$ cat src/rtl/z80fi_call_ret_monitor.sv
// Shadow return-stack monitor for a Z80 retirement trace: CALL/RST push, RET/RETI/RETN pop and compare.
// Optional macro Z80FI_RST_TRACK_EN: when defined, RST p is tracked as a push with retaddr = ip_in + 1.
module z80fi_call_ret_monitor #(
    parameter int DEPTH    = 16,
    parameter int SP_CHECK = 1
) (
    input  logic                     clk,
    input  logic                     reset,
    input  logic                     z80fi_valid,
    input  logic [31:0]              z80fi_insn,
    input  logic [2:0]               z80fi_insn_len,
    input  logic [15:0]              z80fi_reg_ip_in,
    input  logic [15:0]              z80fi_reg_ip_out,
    input  logic [15:0]              z80fi_reg_sp_in,
    input  logic [15:0]              z80fi_reg_sp_out,
    input  logic                     track_clear,
    output logic                     ret_mismatch,
    output logic                     sp_mismatch,
    output logic                     underflow,
    output logic                     overflowed,
    output logic [$clog2(DEPTH):0]   depth,
    output logic [15:0]              top_addr
);

    localparam int PW = $clog2(DEPTH);
    localparam int DW = PW + 1;

    typedef enum logic [1:0] {ST_EMPTY, ST_ACTIVE, ST_FULL} state_t;

    state_t          state, state_nxt;
    logic [DW-1:0]   depth_nxt;
    logic [PW-1:0]   wptr;
    logic [PW-1:0]   top_idx, below_idx;
    logic [15:0]     ret_mem [DEPTH];
    logic [15:0]     sp_mem  [DEPTH];

    logic [7:0]      op;
    logic            is_push, is_pop, push_ev, pop_ev;
    logic [15:0]     push_ret;
    logic            insn_hi_unused;

    assign op             = z80fi_insn[7:0];
    assign insn_hi_unused = ^z80fi_insn[31:16];
    assign top_idx        = wptr - PW'(1);
    assign below_idx      = wptr - PW'(2);

    // Instruction classification; conditional forms count only when SP moved by a full frame
    always_comb begin
        is_push  = 1'b0;
        is_pop   = 1'b0;
        push_ret = z80fi_reg_ip_in + {13'd0, z80fi_insn_len};
        if (op == 8'hCD) begin
            is_push = 1'b1;
        end else if (op[7:6] == 2'b11 && op[2:0] == 3'b100) begin
            is_push = (z80fi_reg_sp_out == z80fi_reg_sp_in - 16'd2);
`ifdef Z80FI_RST_TRACK_EN
        end else if (op[7:6] == 2'b11 && op[2:0] == 3'b111) begin
            is_push  = 1'b1;
            push_ret = z80fi_reg_ip_in + 16'd1;
`endif
        end else if (op == 8'hC9) begin
            is_pop = 1'b1;
        end else if (op[7:6] == 2'b11 && op[2:0] == 3'b000) begin
            is_pop = (z80fi_reg_sp_out == z80fi_reg_sp_in + 16'd2);
        end else if (z80fi_insn_len == 3'd2 &&
                     (z80fi_insn[15:0] == 16'h4DED || z80fi_insn[15:0] == 16'h45ED)) begin
            is_pop = 1'b1;
        end
    end

    assign push_ev = z80fi_valid && !track_clear && is_push;
    assign pop_ev  = z80fi_valid && !track_clear && is_pop;

    always_comb begin
        state_nxt = state;
        depth_nxt = depth;
        if (track_clear) begin
            state_nxt = ST_EMPTY;
            depth_nxt = '0;
        end else if (push_ev) begin
            case (state)
                ST_EMPTY: begin
                    state_nxt = ST_ACTIVE;
                    depth_nxt = DW'(1);
                end
                ST_ACTIVE: begin
                    depth_nxt = depth + DW'(1);
                    if (depth == DW'(DEPTH - 1)) state_nxt = ST_FULL;
                end
                default: state_nxt = ST_FULL;
            endcase
        end else if (pop_ev) begin
            case (state)
                ST_FULL: begin
                    state_nxt = ST_ACTIVE;
                    depth_nxt = depth - DW'(1);
                end
                ST_ACTIVE: begin
                    depth_nxt = depth - DW'(1);
                    if (depth == DW'(1)) state_nxt = ST_EMPTY;
                end
                default: ;
            endcase
        end
    end

    always_ff @(posedge clk) begin
        if (reset) begin
            state        <= ST_EMPTY;
            depth        <= '0;
            wptr         <= '0;
            overflowed   <= 1'b0;
            top_addr     <= 16'h0000;
            ret_mismatch <= 1'b0;
            sp_mismatch  <= 1'b0;
            underflow    <= 1'b0;
        end else begin
            state        <= state_nxt;
            depth        <= depth_nxt;
            ret_mismatch <= 1'b0;
            sp_mismatch  <= 1'b0;
            underflow    <= 1'b0;
            if (track_clear) begin
                wptr       <= '0;
                overflowed <= 1'b0;
                top_addr   <= 16'h0000;
            end else if (push_ev) begin
                // When full, wptr already points at the oldest entry, so it is overwritten
                wptr     <= wptr + PW'(1);
                top_addr <= push_ret;
                if (state == ST_FULL) overflowed <= 1'b1;
            end else if (pop_ev) begin
                if (state == ST_EMPTY) begin
                    underflow <= 1'b1;
                end else begin
                    ret_mismatch <= (z80fi_reg_ip_out != ret_mem[top_idx]);
                    sp_mismatch  <= (SP_CHECK != 0) && (z80fi_reg_sp_in != sp_mem[top_idx]);
                    wptr         <= top_idx;
                    top_addr     <= (state_nxt == ST_EMPTY) ? 16'h0000 : ret_mem[below_idx];
                end
            end
        end
    end

    always_ff @(posedge clk) begin
        if (push_ev) begin
            ret_mem[wptr] <= push_ret;
            sp_mem[wptr]  <= z80fi_reg_sp_out;
        end
    end

endmodule
$ cat config.mk
export PLATFORM = sky130hd
export DESIGN_NAME = z80fi_call_ret_monitor
export DESIGN_NICKNAME = d
export VERILOG_FILES = /design/src/rtl/z80fi_call_ret_monitor.sv
export SDC_FILE = /design/constraint.sdc
export NUM_CORES = 1
export LEC_CHECK = 0
export BUFFER_PORTS_ARGS = -buffer_cell sky130_fd_sc_hd__buf_2
export CAP_MARGIN = 20
export CORE_MARGIN = 5
export CORE_UTILIZATION = 56
export DETAILED_ROUTE_END_ITERATION = 10
export PLACE_DENSITY = 0.77
export SYNTH_ARGS = -nofsm -noshare
export SYNTH_HDL_FRONTEND = slang
export SYNTH_SLANG_ARGS = --single-unit
$ cat constraint.sdc
create_clock -name clk -period 6.1 [get_ports clk]
set_input_delay 0.305 -clock clk [delete_from_list [all_inputs] [get_ports clk]]
set_output_delay 0.305 -clock clk [all_outputs]
set_load 0.01 [all_outputs]
# Yosys cells after proc, flatten, opt, wreduce, memory -nomap -nowiden
# Memory sizes are Yosys's and may differ from the RTL's.
# Cells that the tools add are included.
# word_totals
reg_bits,31
mem_bits_rw,512
input_bits,103
word_cells,84
memories,2
# op_classes
add_sub_neg,8
eq_ne,17
mux,28
n_bitwise,1
n_reduce_logical,20
# memory_table
name,depth,width,read_ports,rd_ports_with_merged_regs,write_ports,line_no,text
ret_mem,16,16,2,0,1,34,logic [15:0] ret_mem [DEPTH];
sp_mem,16,16,1,0,1,35,logic [15:0] sp_mem [DEPTH];
# op_table
operator,n
$mux 16,4
$eq 16x15->1 const B,2
$eq 16x16->1,2
$ne 16x16->1,2
$add 16x2->16 const B,1
$add 16x3->16,1
$eq 8x8->1 const B,2
$sub 16x2->16 const B,1
$mux 5,3
$mux 4,3
$mux 1,10
$mux 2,5
$pmux 5 s2,1
$pmux 2 s2,2
$logic_and 1x1->1,6
$add 5x1->5 const B,1
$eq 5x1->1 const B,1
$eq 5x4->1 const B,1
$reduce_or 5->1,1
$sub 5x1->5 const B,1
$add 4x1->4 const B,1
$eq 2x2->1 const B,2
$logic_not 2->1,2
$reduce_and 2->1,2
15 further kinds,17

# Depth between registers and ports, before layout
# Gate-level depths: netlist of the first run.
# logic_depth
ltp_word,17
depth_mapped,16
ltp_nobuf,11

# Worst setup path after synthesis of the first run
# OpenSTA, ideal clock, no wires.
# synth_timing
path_type,in2reg
start,in z80fi_reg_sp_in[2]
end,mem ret_mem[0][0] (enable)
setup_ns,0.461
arrival_ns,5.323
required_ns,5.639
path_slack_ns,0.316
path_stages,14
path_buffers,4
path_cell_list,clkbuf_1 inv_1 ha_1 or3b_1 clkbuf_2 or4_4 a2111oi_2 o2111ai_1 o31ai_2 and2_1 buf_4 buf_2 nand2_1 nor3_1
# synth_via
elab_chain_len,7
# synth_rtl
element,line_no,text
"start, declared",14,"input logic [15:0] z80fi_reg_sp_in,"
$sub 16x2->16,55,is_push = (z80fi_reg_sp_out == z80fi_reg_sp_in - 16'd2);
$eq 16x16->1,55,
$mux 1,54,end else if (op[7:6] == 2'b11 && op[2:0] == 3'b100) begin
$mux 1,52,if (op == 8'hCD) begin
$logic_and 1x1->1,71,assign push_ev = z80fi_valid && !track_clear && is_push;
$mux 1,146,if (push_ev) begin
$mux 1 (not written as such),147,ret_mem[wptr] <= push_ret;
"end, declared",34,
# Every way passes these cells.

# Final worst setup path of the first run
# layout_timing
start,in z80fi_reg_sp_in[1]
end,mem ret_mem[7][11] (enable)
# Same word-level chain as after synthesis.

==> impl_metrics.json, run 1 <==
{
  "syn_inst": 1332,
  "synthFlopType": "edfxtp_1",
  "cp_data_required_time_ns": 6.36,
  "p_per_area_nw_per_um2": 269.7,
  "clock_skew_ns": 0.02940,
  "synth_enable_flop_cells": 512,
  "antenna_found_initial": 2,
  "synth_cell_types": 72,
  "overflow": 0,
  "dieArea_um2": 48560,
  "hpwl_mm": 37.81,
  "final_nets": 1593,
  "postCtsSetupBuffers": 0,
  "leakage_uw": 0.008721,
  "hold_class": "in2reg",
  "critPathMaxFanout": 18,
  "synth_top_area_share_pct": 62.04,
  "async_reset_ff_share_pct": 0,
  "synth_area_um2": 24780,
  "synth_area_per_cell_um2": 18.60,
  "post-route-util_pct": 64.05,
  "die_x_um": 220.4,
  "diodes": 0,
  "max_slew.worst_pin.slew_ns": 1.178,
  "max_freq_mhz": 232.6,
  "synth.most_common_cell": "edfxtp_1",
  "grt_usage_pct": 26.04,
  "end_kind": "register",
  "grt_pass1_vias": 14420,
  "syn2layout_area_growth_pct": 13.79,
  "critical_path_class": "in2reg",
  "slowest_stage": "nor2_4",
  "clkLatencyLatePin_ns": 0.62,
  "core_um2": 44030,
  "status": "complete, no violations",
  "drt-initial-drc-count": 1698,
  "cp-start-kind": "input port",
  "cpPeakStageDelay_ns": 0.59,
  "clk_pin_slew_ns": 0.06,
  "rsz0062_at_grt": "no",
  "relSlewSlack_pct": 21.32,
  "die_y_um": 220.4,
  "finalHoldViolations": 0,
  "cts_hold_buf": 1,
  "cp_num_buf_inv": 3,
  "avgRoutedWirePerCell_um": 29.72,
  "ir_drop_mv": 0.1957,
  "initial_utilization_pct": 56.28,
  "h-tree-depth": 2,
  "yosysSeqAreaShare_pct": 64.55,
  "grt_max_degree": 69,
  "design_area_um2": 28200,
  "arrival_ns": 4.56,
  "yosysTopAreaCell": "edfxtp_1",
  "slew_violations": 0,
  "drv_cap": 0,
  "synth_commonest_cells": "512 x edfxtp_1, 240 x mux4_2, 61 x xnor2_1, 57 x clkbuf_1",
  "place_area_um2": 26390,
  "gp_congestion": 0.8473,
  "ys_ff_latch": 543,
  "drc": 0,
  "cts_resized": 0,
  "cts_root_buf": "clkbuf_16",
  "row_count": 77,
  "antenna_left": 0,
  "multi_input_area_um2": 8558,
  "cts_tree": "built",
  "dr.pass1.iters": 5,
  "regArea_um2": 16000,
  "setup_viol_count_final": 0,
  "period_minus_slack_ns": 4.299,
  "numCtsBuffers": 53,
  "drive_above_1_share_pct": 33.86,
  "timing.critical_path.cells": "buf_2, inv_1, ha_1, or3b_1, or4_4, a2111oi_2, o2111ai_1, o31ai_2, and2_1, nand2_1, nor2_4, buf_4",
  "clock_path_buffers": 3,
  "finalSetupTns_ns": 0,
  "vias": 14220,
  "synth_warnings": 0,
  "vias_per_cell": 6.767,
  "worst_path_dominant_cell_family": "simple AND/OR/NAND/NOR gates",
  "grt_first_pass_wirelength_mm": 92.16,
  "wl_mm": 62.45,
  "nFillCells": 2936,
  "cts_sinks": 543,
  "pin_count": 128,
  "io_buffers": 110,
  "hold_ws_ns": 0.05955,
  "total_power_uw": 7606,
  "synth_area_leaders": "edfxtp_1 62%, mux4_2 22%, dfxtp_1 2.5%",
  "min_period_over_period_pct": 70.48,
  "syn_nets": 1457
}
-- per-stage QoR --
| step | worst slack (ns) | std cells |
|---|---|---|
| after floorplan | 0.3162 | 1332 |
| after global routing | 1.539 | 2101 |
| final | 1.801 | 2101 |
| after CTS | 1.843 | 2095 |
| after detailed placement | 1.264 | 1998 |
| after global placement | 1.352 | 1998 |
-- area by class of cell --
cell class              instances  share of cell area (%)
clock inverters                28                   1.167
repair buffers                160                   3.807
well taps                     592                   2.627
flip-flops and latches        543                   56.74
clock buffers                  68                   4.974
multi-input cells             685                   30.35
inverters                      25                  0.3328
-- layer usage --
metal	GRT usage, %	up-vias	share of wire (%)	wire (um)
li1	-	5838	-	-
met1	36.63	7409	37	23410
met2	41.04	842	49	30470
met3	6.389	124	11	6600
met4	8.425	4	3.1	1942
met5	0	-	0.043	27
-- state kept, by name, summed over array words and instances (netlist names) --
register      flops
overflowed        1
state             2
ret_mem         256
underflow         1
top_addr         16
wptr              4
depth             5
sp_mem          256
ret_mismatch      1
sp_mismatch       1
-- cells by family (layout without fill, tap and decap cells) --
| family | after synthesis | in the layout | synth area share [%] |
|---|---|---|---|
| compound gates | 132 | 132 | 3.428 |
| xor+xnor | 75 | 75 | 2.651 |
| fa+ha+maj | 22 | 22 | 1.141 |
| buf+inv | 104 | 281 | 1.621 |
| flops | 543 | 543 | 64.55 |
| mux | 244 | 244 | 21.98 |
| simple gates | 212 | 212 | 4.625 |
-- report_power, final --
group / internal (uW) / switching, uW / total [uW]
Combinational: 77.2 / 176 / 253
Clock: 1850 / 1410 / 3260
Sequential: 4090 / 0.151 / 4090
-- layout by cell type (no fill, tap or decap), types with 9 or more instances in the layout --
master and instances:
edfxtp_1 512, mux4_2 240, buf_2 110, xnor2_1 59
clkbuf_16 53, o21ai_0 41, buf_4 38, a21oi_1 37
nand2_1 34, nor2_1 29, dfxtp_1 29, inv_1 25
nand2b_1 21, ha_1 20, nand3_1 19, nand4_1 17
nor3_1 15, clkbuf_1 13, xor2_1 12, nor2_4 12
nor4_1 10, buf_12 10, and3_1 9
-- path summary, 6_finish.rpt --
check                startpoint              to  slack [ns]  depth (start not counted)
max          z80fi_reg_sp_in[1]  ret_mem[7][11]        1.80                         12
min reg2reg          overflowed      overflowed        0.50                          2
min          z80fi_reg_ip_in[6]   ret_mem[8][6]        0.06                          2
max reg2reg             wptr[0]    ret_mismatch        1.89                          9
Note: power is estimated with default switching activity, not from simulation.
==> inputs of run 2 (changes only) <==
Settings changed: CORE_UTILIZATION 56 to 58, PLACE_DENSITY 0.77 to 0.76.
Clock period 6.1 ns to 4.2 ns, I/O delays scaled along.
==> run 2 against run 1 <==
Compared with the run above:
- global-route usage is 0.76 points higher
- sequential power rose by 45%
- core utilization increased by 3.5 points
- first-iteration DRC count is 7.5% higher
- clock-buffer cell count rose by 5
- via count is 0.85% higher
- die area shrank 3.3%
- non-clock buffer count up 40
- clock power up 36%
- worst hold slack worse by 0.038 ns
==> impl_metrics.json, run 2 (synthesis results as in run 1) <==
{
  "status": "complete, no violations",
  "core_um2": 42130,
  "clock_path_buffers": 3,
  "critical_path_class": "reg2reg",
  "multi_input_area_um2": 8578,
  "gp_congestion": 0.8853,
  "grt_pass1_vias": 14420,
  "period_minus_slack_ns": 3.805,
  "drv_cap": 0,
  "regArea_um2": 16000,
  "grt_usage_pct": 26.81,
  "hold_class": "in2reg",
  "path_common_cell": "mux4_2",
  "die_x_um": 216.7,
  "finalHoldViolations": 0,
  "arrival_ns": 4.29,
  "max_slew.worst_pin.slew_ns": 1.052,
  "pin_count": 128,
  "clk_pin_slew_ns": 0.06,
  "avgRoutedWirePerCell_um": 29.68,
  "setup_viol_count_final": 0,
  "cts_sinks": 543,
  "end_kind": "register",
  "layout_commonest_cell": "edfxtp_1",
  "cp_num_buf_inv": 3,
  "max_freq_mhz": 262.8,
  "ir_drop_mv": 0.3602,
  "cts_tree": "built",
  "die_y_um": 216.7,
  "slew_violations": 0,
  "initial_utilization_pct": 58.81,
  "dr.pass1.iters": 5,
  "cts_root_buf": "clkbuf_16",
  "diodes": 0,
  "grt_first_pass_wirelength_mm": 92.85,
  "numCtsBuffers": 52,
  "worst_path_dominant_cell_family": "multiplexers",
  "place_area_um2": 26790,
  "cts_hold_buf": 4,
  "grt_max_degree": 87,
  "antenna_left": 0,
  "relSlewSlack_pct": 29.90,
  "postCtsSetupBuffers": 0,
  "post-route-util_pct": 67.59,
  "cp_data_required_time_ns": 4.69,
  "timing.critical_path.cells": "inv_1, ha_4, buf_12, mux4_2, mux4_2, xnor2_1, nand4_1, nor4_1, buf_4, nor2_1",
  "slowest_stage": "ha_4",
  "layout_common_cells": "512 x edfxtp_1, 240 x mux4_2, 110 x buf_2",
  "hold_ws_ns": 0.02109,
  "leakage_uw": 0.008873,
  "drive_above_1_share_pct": 35.33,
  "overflow": 0,
  "top_regs": "ret_mem x256, sp_mem x256, top_addr x16",
  "cpPeakStageDelay_ns": 0.60,
  "cts_resized": 0,
  "vias": 14340,
  "hpwl_mm": 38.08,
  "critPathMaxFanout": 19,
  "syn2layout_area_growth_pct": 14.92,
  "nFillCells": 2649,
  "dieArea_um2": 46960,
  "cp-start-kind": "register",
  "drc": 0,
  "vias_per_cell": 6.860,
  "row_count": 75,
  "io_buffers": 110,
  "h-tree-depth": 2,
  "rsz0062_at_grt": "no",
  "design_area_um2": 28480,
  "wl_mm": 62.03,
  "clkLatencyLatePin_ns": 0.60,
  "p_per_area_nw_per_um2": 377.5,
  "drt-initial-drc-count": 1825,
  "final_nets": 1632,
  "antenna_found_initial": 1,
  "clock_skew_ns": 0.01655,
  "min_period_over_period_pct": 90.60
}
[run 2: cell count changes in the layout (fill, tap and decap cells not counted), moves of 2 or more]
cell and change:
inv_6 +3, clkinv_8 -2, bufinv_16 -4, clkbuf_1 +2, nor3_4 +4, buf_12 +12, buf_4 +25, clkbuf_8 +3
dlygate4sd3_1 +3, clkinv_2 +2, nor3_2 -4
[run 2: cell type report]
cell class              instances  share of cell area [%]
flip-flops and latches        543                   56.19
clock inverters                25                  0.5624
clock buffers                  73                   5.097
multi-input cells             685                   30.12
well taps                     539                   2.368
repair buffers                200                   5.334
inverters                      25                  0.3295
[run 2: layer usage]
| layer | part of all wire (%) | track usage [%] | vias to the layer above | routed length (um) |
|---|---|---|---|---|
| met2 | 49 | 43.32 | 885 | 30610 |
| li1 | - | - | 5913 | - |
| met5 | 0.026 | 0 | - | 16 |
| met3 | 11 | 5.708 | 113 | 6645 |
| met4 | 2.7 | 7.780 | 2 | 1659 |
| met1 | 37 | 37.77 | 7425 | 23100 |
[run 2: worst register-to-register path, delay by kind of cell, from the launching register on]
kind / cells / cell delay, ns
DFF: 1 / 0.36
adders and majority gates: 1 / 0.60
muxes: 2 / 1.06
xor gates and xnor gates: 1 / 0.25
buffers and inverters: 3 / 0.57
and+or+nand+nor: 3 / 0.87
[run 2: where the power goes]
| group | internal (uW) | switching, uW | leakage, uW |
|---|---|---|---|
| Clock | 2480 | 1950 | 0.000791 |
| Combinational | 120 | 257 | 0.00323 |
| Sequential | 5940 | 0.147 | 0.00485 |
| Total | 8540 | 2210 | 0.00887 |
[run 2: final timing paths]
check             slack, ns  cells past startpoint              end                start
setup / recovery       0.39                     10     ret_mismatch              wptr[0]
hold / removal         0.02                      2  ret_mem[12][12]  z80fi_reg_ip_in[12]
setup reg to reg       0.39                     10     ret_mismatch              wptr[0]
hold reg to reg        0.50                      2       overflowed           overflowed
[run 2: stage by stage]
| stage | setup TNS (ns) | instances | power (uW) | worst slack, ns |
|---|---|---|---|---|
| global placement | 0 | 1982 | 6404 | 0.3806 |
| detailed placement | 0 | 1984 | 6418 | 0.2487 |
| CTS | 0 | 2086 | 10810 | 0.4128 |
| finish | 0 | 2090 | 10750 | 0.3948 |
| global route | 0 | 2090 | 11090 | 0.2418 |
| floorplan | -19.23 | 1332 | 6227 | -0.06861 |
==> inputs of run 3 (changes only) <==
Settings changed: SETUP_SLACK_MARGIN from default to 0.05, SLEW_MARGIN from default to 0.
Clock period 4.2 ns to 3.6 ns, I/O delays scaled along.
==> run 3 against run 2 <==
Compared with the run above:
- cell count grew 1.4%
- fmax grew 11%
- sequential power grew 17%
- combinational power grew 21%
- wire length grew 1.3%
- non-clock buffer count grew 26
==> impl_metrics.json, run 3 (synthesis results as in run 1) <==
{
  "status": "complete, no violations",
  "design_area_um2": 28970,
  "cts_sinks": 543,
  "drt-initial-drc-count": 1763,
  "rsz0062_at_grt": "yes",
  "pin_count": 128,
  "min_period_over_period_pct": 95.64,
  "cp-start-kind": "register",
  "slew_violations": 0,
  "antenna_found_initial": 2,
  "nFillCells": 2612,
  "regArea_um2": 16000,
  "clk_pin_slew_ns": 0.06,
  "highest_layer": "met5",
  "multi_input_area_um2": 8673,
  "dr.pass1.iters": 5,
  "grt_first_pass_wirelength_mm": 94.05,
  "h-tree-depth": 2,
  "drc": 0,
  "ir_drop_mv": 0.3730,
  "vias": 14390,
  "layout_commonest_cell": "edfxtp_1",
  "cts_tree": "built",
  "wl_met3_mm": 6.612,
  "die_y_um": 216.7,
  "period_minus_slack_ns": 3.443,
  "end_kind": "register",
  "place_area_um2": 27120,
  "grt_usage_pct": 27.14,
  "finalHoldViolations": 0,
  "max_slew.worst_pin.slew_ns": 1.106,
  "post-route-util_pct": 68.76,
  "setup_viol_count_final": 0,
  "grt_pass1_vias": 14400,
  "wl_mm": 62.83,
  "route.met2.wl_mm": 29.88,
  "drv_cap": 0,
  "clock_path_buffers": 3,
  "gp_congestion": 0.8607,
  "grt_max_degree": 106,
  "drive_above_1_share_pct": 36.99,
  "total_power_uw": 12730,
  "clkLatencyLatePin_ns": 0.60,
  "avgRoutedWirePerCell_um": 29.65,
  "finalSetupTns_ns": 0,
  "dpl.cell_count": 2003,
  "final_nets": 1659,
  "syn2layout_area_growth_pct": 16.91,
  "hpwl_mm": 41.14,
  "hold_class": "in2reg",
  "vias_per_cell": 6.789,
  "critPathMaxFanout": 10,
  "leakage_uw": 0.009077,
  "top_regs": "ret_mem x256, sp_mem x256, top_addr x16",
  "initial_utilization_pct": 58.81,
  "die_x_um": 216.7,
  "core_um2": 42130,
  "wl_met1_mm": 25.00,
  "p_per_area_nw_per_um2": 439.5,
  "numCtsBuffers": 53,
  "cts_root_buf": "clkbuf_16",
  "layout_common_cells": "512 x edfxtp_1, 240 x mux4_2, 110 x buf_2",
  "relSlewSlack_pct": 26.27,
  "clock_skew_ns": 0.01269,
  "cp_data_required_time_ns": 4.09,
  "dieArea_um2": 46960,
  "final_cells": 2119,
  "row_count": 75,
  "critical_path_class": "reg2reg",
  "antenna_left": 0,
  "io_buffers": 110,
  "arrival_ns": 3.93,
  "max_freq_mhz": 290.4,
  "overflow": 0
}
## run 3: cell count changes in the layout (fill, tap and decap cells not counted), moves of 3 or more
cell and delta:
buf_4 +13, buf_12 +9, nand2_8 +4, buf_6 +3, clkbuf_8 +3, nand2_1 -3
## run 3: layout make-up
| class | count | area share, % |
|---|---|---|
| clock inverters | 26 | 0.7040 |
| well taps | 539 | 2.328 |
| multi-input cells | 685 | 29.94 |
| diodes | 1 | 0.008637 |
| repair buffers | 226 | 6.336 |
| flip-flops and latches | 543 | 55.23 |
| inverters | 25 | 0.3325 |
| clock buffers | 74 | 5.126 |
## run 3: report_power, final
part           internal, uW  switching, uW  leakage, uW  total (uW)
sequential             6930          0.184      0.00485        6930
combinational           148            309      0.00339         457
clock                  3030           2320     0.000835        5340
total                 10100           2620      0.00908       12700
## run 3: path summary, 6_finish.rpt
check,from,to,slack (ns),cells past startpoint
setup / recovery,wptr[0],ret_mismatch,0.16,10
hold / removal,z80fi_reg_sp_out[1],sp_mem[10][1],0.03,1
setup reg to reg,wptr[0],ret_mismatch,0.16,10
hold reg to reg,overflowed,overflowed,0.49,2
## run 3: worst max-delay path, stage by stage (launching register included)
cell     delay [ns]
dfxtp_4        0.40
inv_1          0.10
ha_4           0.33
buf_12         0.16
mux4_2         0.54
mux4_2         0.49
xnor2_1        0.30
nand4_1        0.39
nor4_1         0.37
buf_4          0.18
nor2_1         0.05
## run 3: metrics by stage
step	hold slack [ns]	setup slack, ns
global placement	0.3978	0.01402
global route	0.02868	0.0005089
CTS	0.006120	0.05979
floorplan	0.2524	-0.4406
detailed placement	0.3925	-0.02522
finish	0.03363	0.1569
## run 3: repair_timing
item	4_1_cts	5_1_grt
setup endpoints to repair	1	24
resized for setup	1	3
hold buffers	5	1
setup buffers	0	7
hold endpoints to repair	30	2
pin swaps	0	1
## run 3: routing by layer
layer | vias up | GRT usage [%]
li1 | 5977 | -
met1 | 7444 | 40.46
met2 | 872 | 41.51
met3 | 88 | 6.615
met4 | 4 | 6.678
met5 | - | 0
